===== src/rtl/tuser_out_sched.sv =====
// tuser_out_sched: binds one SDNet output tuple to each outgoing AXIS packet.
// Tuples queue in a small FIFO; the packet FSM gates beats until a tuple exists.
module tuser_out_sched #(
    parameter int DEPTH = 4,
    parameter int CNT_W = 16
) (
    input  logic             tsch_aclk,
    input  logic             tsch_arst,
    input  logic             tsch_tuple_valid,
    input  logic [127:0]     tsch_tuple_data,
    output logic             tsch_tuple_full,
    input  logic             tsch_avalid,
    input  logic             tsch_aready,
    input  logic             tsch_tlast,
    output logic             tsch_agate,
    output logic [127:0]     tsch_atuser,
    output logic [CNT_W-1:0] tsch_drop_cnt,
    output logic [CNT_W-1:0] tsch_stall_cnt
);

    localparam int AW = (DEPTH > 1) ? $clog2(DEPTH) : 1;
    localparam logic [AW:0] DEPTH_C = (AW+1)'(DEPTH);

    typedef enum logic [0:0] {
        IDLE = 1'b0,
        PKT  = 1'b1
    } state_t;

    state_t state, state_nxt;

    logic [127:0]  mem [DEPTH];
    logic [AW-1:0] wr_ptr;
    logic [AW-1:0] rd_ptr;
    logic [AW:0]   count;
    logic [AW:0]   count_nxt;
    logic [127:0]  hold;
    logic [127:0]  head;

    logic has_entry;
    logic at_cap;
    logic beat;
    logic pop;
    logic push;
    logic drop;
    logic stall;
    logic latch_hold;

    assign head      = mem[rd_ptr];
    assign has_entry = (count != '0);
    assign at_cap    = (count == DEPTH_C);

    // Beat qualification and FIFO/statistics events for this cycle
    always_comb begin
        beat  = tsch_avalid & tsch_aready & tsch_agate;
        pop   = (state == IDLE) & beat;
        push  = tsch_tuple_valid & (~at_cap | pop);
        drop  = tsch_tuple_valid & ~push;
        stall = (state == IDLE) & tsch_avalid & tsch_aready & ~has_entry;
    end

    // Occupancy next value: simultaneous push and pop cancel out
    always_comb begin
        count_nxt = count;
        unique case ({push, pop})
            2'b10:   count_nxt = count + 1'b1;
            2'b01:   count_nxt = count - 1'b1;
            default: count_nxt = count;
        endcase
    end

    // Packet FSM state register
    always_ff @(posedge tsch_aclk) begin
        if (tsch_arst) begin
            state <= IDLE;
        end else begin
            state <= state_nxt;
        end
    end

    // Packet FSM next state, gate and tuser selection
    always_comb begin
        state_nxt   = state;
        tsch_agate  = 1'b0;
        tsch_atuser = '0;
        latch_hold  = 1'b0;
        unique case (state)
            IDLE: begin
                tsch_agate = has_entry;
                if (has_entry) begin
                    tsch_atuser = head;
                end
                if (beat && !tsch_tlast) begin
                    latch_hold = 1'b1;
                    state_nxt  = PKT;
                end
            end
            PKT: begin
                tsch_agate  = 1'b1;
                tsch_atuser = hold;
                if (beat && tsch_tlast) begin
                    state_nxt = IDLE;
                end
            end
            default: begin
                state_nxt = IDLE;
            end
        endcase
    end

    // Tuple storage; contents need no reset since count masks stale data
    always_ff @(posedge tsch_aclk) begin
        if (push) begin
            mem[wr_ptr] <= tsch_tuple_data;
        end
    end

    // FIFO pointers, occupancy and registered full flag
    always_ff @(posedge tsch_aclk) begin
        if (tsch_arst) begin
            wr_ptr          <= '0;
            rd_ptr          <= '0;
            count           <= '0;
            tsch_tuple_full <= 1'b0;
        end else begin
            if (push) begin
                wr_ptr <= wr_ptr + 1'b1;
            end
            if (pop) begin
                rd_ptr <= rd_ptr + 1'b1;
            end
            count           <= count_nxt;
            tsch_tuple_full <= (count_nxt == DEPTH_C);
        end
    end

    // Hold register keeps the tuple for the remaining beats of a packet
    always_ff @(posedge tsch_aclk) begin
        if (tsch_arst) begin
            hold <= '0;
        end else if (latch_hold) begin
            hold <= head;
        end
    end

    // Saturating statistics counters
    always_ff @(posedge tsch_aclk) begin
        if (tsch_arst) begin
            tsch_drop_cnt  <= '0;
            tsch_stall_cnt <= '0;
        end else begin
            if (drop && !(&tsch_drop_cnt)) begin
                tsch_drop_cnt <= tsch_drop_cnt + CNT_W'(1);
            end
            if (stall && !(&tsch_stall_cnt)) begin
                tsch_stall_cnt <= tsch_stall_cnt + CNT_W'(1);
            end
        end
    end

endmodule

===== config.mk =====
export PLATFORM = sky130hd
export DESIGN_NAME = tuser_out_sched
export DESIGN_NICKNAME = d
export VERILOG_FILES = /design/src/rtl/tuser_out_sched.sv
export SDC_FILE = /design/constraint.sdc
export NUM_CORES = 1
export LEC_CHECK = 0
export BUFFER_PORTS_ARGS = -buffer_cell sky130_fd_sc_hd__buf_2
export CAP_MARGIN = 20
export CORE_MARGIN = 8
export CORE_UTILIZATION = 40
export CTS_BUF_LIST = sky130_fd_sc_hd__clkbuf_4
export DETAILED_ROUTE_END_ITERATION = 6
export GPL_ROUTABILITY_DRIVEN = 0
export GPL_TIMING_DRIVEN = 1
export PLACE_DENSITY_LB_ADDON = 0.1
export SYNTH_ARGS = -nofsm -noshare
export SYNTH_HDL_FRONTEND = slang
export SYNTH_SLANG_ARGS = --single-unit

===== constraint.sdc =====
create_clock -name tsch_aclk -period 4.63 [get_ports tsch_aclk]
set_clock_uncertainty 0.15 [all_clocks]
set_input_delay 0.463 -clock tsch_aclk [delete_from_list [all_inputs] [get_ports tsch_aclk]]
set_output_delay 0.463 -clock tsch_aclk [all_outputs]
set_load 0.02 [all_outputs]

==> flow_metrics.py <==
metrics = {
    "cts": {
        "numCtsBuffers": 183,
        "cts.clk_slew.worst_paths_ps": 70,
        "cts_tree": "built",
        "cts.htree.levels": 4,
        "cts_setup_buffers": 0,
        "insertion_delay_ps": 950,
        "cts_buffer_depth": 3,
        "root_buffer": "clkbuf_4",
        "cts_sinks": 683,
    },
    "timing": {
        "period_share_pct": 87.0,
        "slew_viol_final": 0,
        "rsz0062_at_grt": "no",
        "setup_violations": 0,
        "setup_tns_ps": 0,
        "post-route-min-period_ps": 4030,
        "worst_pin_slew_ps": 956,
        "relSlewSlack_pct": 36.2,
        "setup_ws_ps": 600,
        "finalHoldViolCount": 0,
        "fmax_ghz": 0.248,
    },
    "yosys": {
        "syn_area_um2": 26200,
        "ys.flop_type": "edfxtp_1",
        "synth.distinct_cells": 50,
        "synth_edf_count": 512,
        "yosys-top-cells-area": "edfxtp_1, dfxtp_1, mux4_2",
        "async_flop_share_pct": 0,
        "seq_area_frac_synth_pct": 71.7,
        "yosys_warnings": 0,
        "synth-seq-cells": 683,
        "syn_area_per_cell_um2": 16.0,
        "yosysTopAreaCell": "edfxtp_1",
        "netlist_instances": 1638,
        "syn-num-nets": 1779,
        "synth_top_area_share_pct": 58.6,
    },
    "power_and_ir_drop": {
        "leakage_nw": 11.9,
        "vdd_drop_max_mv": 0.270,
        "p_comb_share_pct": 14.4,
        "switching_share_pct": 26.0,
        "seq_power_share_pct": 48.6,
        "p_int_w": 0.0107,
        "clockPowerShare_pct": 37.1,
        "power_density_nw_per_um2": 433,
        "p_sw_w": 0.00376,
    },
    "cells_and_area": {
        "final_cells": 3277,
        "final_cell_mix": "edfxtp_1, clkbuf_4, buf_2, nand2_1, dlygate4sd3_1",
        "fin_util_pct": 51.1,
        "drive_gt1_share_pct": 32.9,
        "nets": 2396,
        "area_delta_synth_final_pct": 27.5,
        "nFillCells": 5695,
        "stdcell_area_um2": 33400,
        "final_common_cell": "edfxtp_1",
    },
    "global_routing": {
        "track_usage_pct": 18.3,
        "antenna_found_initial": 8,
        "grt_pass1_vias": 17818,
        "grt_pass1_wl_um": 105000,
        "overflow": 0,
        "grt_max_degree": 109,
    },
    "die": {
        "die_w_um": 272,
        "start_util_pct": 40.1,
        "die_area_um2": 74000,
        "core_area_um2": 65400,
        "num_rows": 94,
        "die_y_um": 272,
        "io_pins": 296,
    },
    "routing": {
        "wl_um": 68400,
        "ant_nets": 0,
        "drt_first_pass_iters": 5,
        "routedWlPerCell_um": 20.9,
        "vias_per_cell": 5.22,
        "drc": 0,
        "drt-initial-drc-count": 1170,
        "vias": 17094,
    },
    "place": {
        "dp_cells": 2715,
        "dp_hpwl_um": 40500,
        "dp_slack_ps": 1360,
        "port_buffers": 295,
        "place_area_um2": 28800,
    },
    "setup_path": {
        "start_kind": "flip-flop",
        "crit_path_end": "tsch_atuser[103]",
        "crit_path_frequent_cell": "buf_4",
        "worstPathRequired_ps": 4020,
        "cp_cell_sequence": "buf_4 > buf_4 > a22o_1 > buf_2",
        "crit_arrival_ps": 3420,
        "timing.rr.end": "hold[58]$_SDFFE_PP0P_",
        "worst_setup_path_end_kind": "primary output",
        "critPathMaxFanout": 60,
        "reg2regPathDepth": 6,
        "crit_type": "reg2out",
        "cp_slowest_cell": "buf_4",
        "regToRegSetupSlack_ps": 1400,
        "slowest_delay_ps": 700,
    },
    "min_path": {
        "hold_class": "in2reg",
    },
    "job": {
        "drv_cap": 0,
    },
    "run_status": {
        "status": "finished, final reports clean",
    },
}
[logic make-up (layout without fill, tap and decap cells)]
logic type / after synthesis / after routing / share of synthesized area, %
DFF: 683 / 683 / 71.7
and+or+nand+nor: 365 / 365 / 6.21
AOI/OAI and AO/OA: 326 / 326 / 8.68
muxes: 134 / 134 / 11.2
buffers and inverters: 121 / 888 / 1.78
adders and majority gates: 7 / 7 / 0.363
xor gates and xnor gates: 2 / 2 / 0.0668
other: 0 / 8 / 0
[cell usage after synthesis, types with 3 or more instances]
| library cell | count |
|---|---|
| buf_2 | 4 |
| dfxtp_1 | 171 |
| o21ai_0 | 12 |
| or3_1 | 8 |
| nand2b_1 | 3 |
| nor2_1 | 28 |
| a32oi_1 | 16 |
| nor3_1 | 14 |
| buf_1 | 5 |
| edfxtp_1 | 512 |
| nand4_1 | 11 |
| clkbuf_1 | 101 |
| and2_1 | 4 |
| mux4_2 | 128 |
| nor4_1 | 6 |
| a21oi_1 | 138 |
| and4_1 | 4 |
| mux2_2 | 4 |
| inv_1 | 10 |
| o41ai_1 | 3 |
| nor2b_1 | 4 |
| or4_1 | 16 |
| nand3_1 | 18 |
| ha_1 | 6 |
| nand2_1 | 240 |
| a22o_1 | 128 |
| o31ai_1 | 13 |
[flip-flops by register name (all words and copies together), names as in the netlist, named ones only]
name             flops
wr_ptr               2
tsch_tuple_full      1
tsch_drop_cnt       16
mem                512
count                3
rd_ptr               2
hold               128
tsch_stall_cnt      16
[what timing repair did]
item                      in CTS  in global routing
hold endpoints to repair     588                  0
gates resized for setup        0                  0
hold buffers                 218                  0
[worst max-delay path: cells and delay by family, from the launching register on]
kind | cells | cell delay (ps)
AOI/OAI and AO/OA | 1 | 270
DFF | 1 | 590
buffers and inverters | 3 | 1500
[through the flow]
| step | hold slack, ps | total power (W) |
|---|---|---|
| finish | 149 | 0.0145 |
| global route | 28.9 | 0.0152 |
| floorplan | 287 | 0.00835 |
| CTS | 0.214 | 0.0147 |
| detailed placement | 297 | 0.00911 |
| global placement | 292 | 0.00909 |
[final cells by class]
cell class / count / area (um^2) / area share, %
Timing Repair Buffer: 543 / 4060 / 12.2
Sequential cell: 683 / 18800 / 56.3
Inverter: 10 / 37.5 / 0.112
Antenna cell: 8 / 20.0 / 0.0599
Clock buffer: 307 / 2300 / 6.89
Tap cell: 864 / 1080 / 3.23
Clock inverter: 28 / 128 / 0.382
Multi-Input combinational cell: 834 / 6990 / 20.9
[how the worst min path moves through the flow]
stage	start	end	slack, ps	depth (start not counted)
after floorplan	hold[0]$_SDFFE_PP0P_	hold[0]$_SDFFE_PP0P_	290	2
after global placement	hold[33]$_SDFFE_PP0P_	hold[33]$_SDFFE_PP0P_	290	2
after detailed placement	hold[109]$_SDFFE_PP0P_	hold[109]$_SDFFE_PP0P_	300	2
after CTS	tsch_tuple_data[117]	mem[0][117]$_DFFE_PP_	0.2	2
after global routing	tsch_tuple_data[23]	mem[1][23]$_DFFE_PP_	30	2
final	tsch_tuple_data[34]	mem[0][34]$_DFFE_PP_	150	2
[layer usage]
layer	global-route usage (%)	wire length, um	vias up	part of all wire [%]
met3	4.52	3760	100	5.5
met2	31.0	34700	513	51
met4	7.29	1560	6	2.3
li1	-	-	7849	-
met5	0	29	-	0.042
met1	22.4	28300	8626	41
[power by group through the flow]
stage,Clock (W),Sequential [W],Combinational (W)
6_report,0.00536,0.00702,0.00208
5_1_grt,0.00589,0.00705,0.00222
4_1_cts,0.00556,0.00703,0.00212
3_5_place_dp,0,0.00716,0.00196
3_3_place_gp,0,0.00715,0.00194
2_1_floorplan,0,0.00712,0.00123
(Power assumes the default switching activity.)
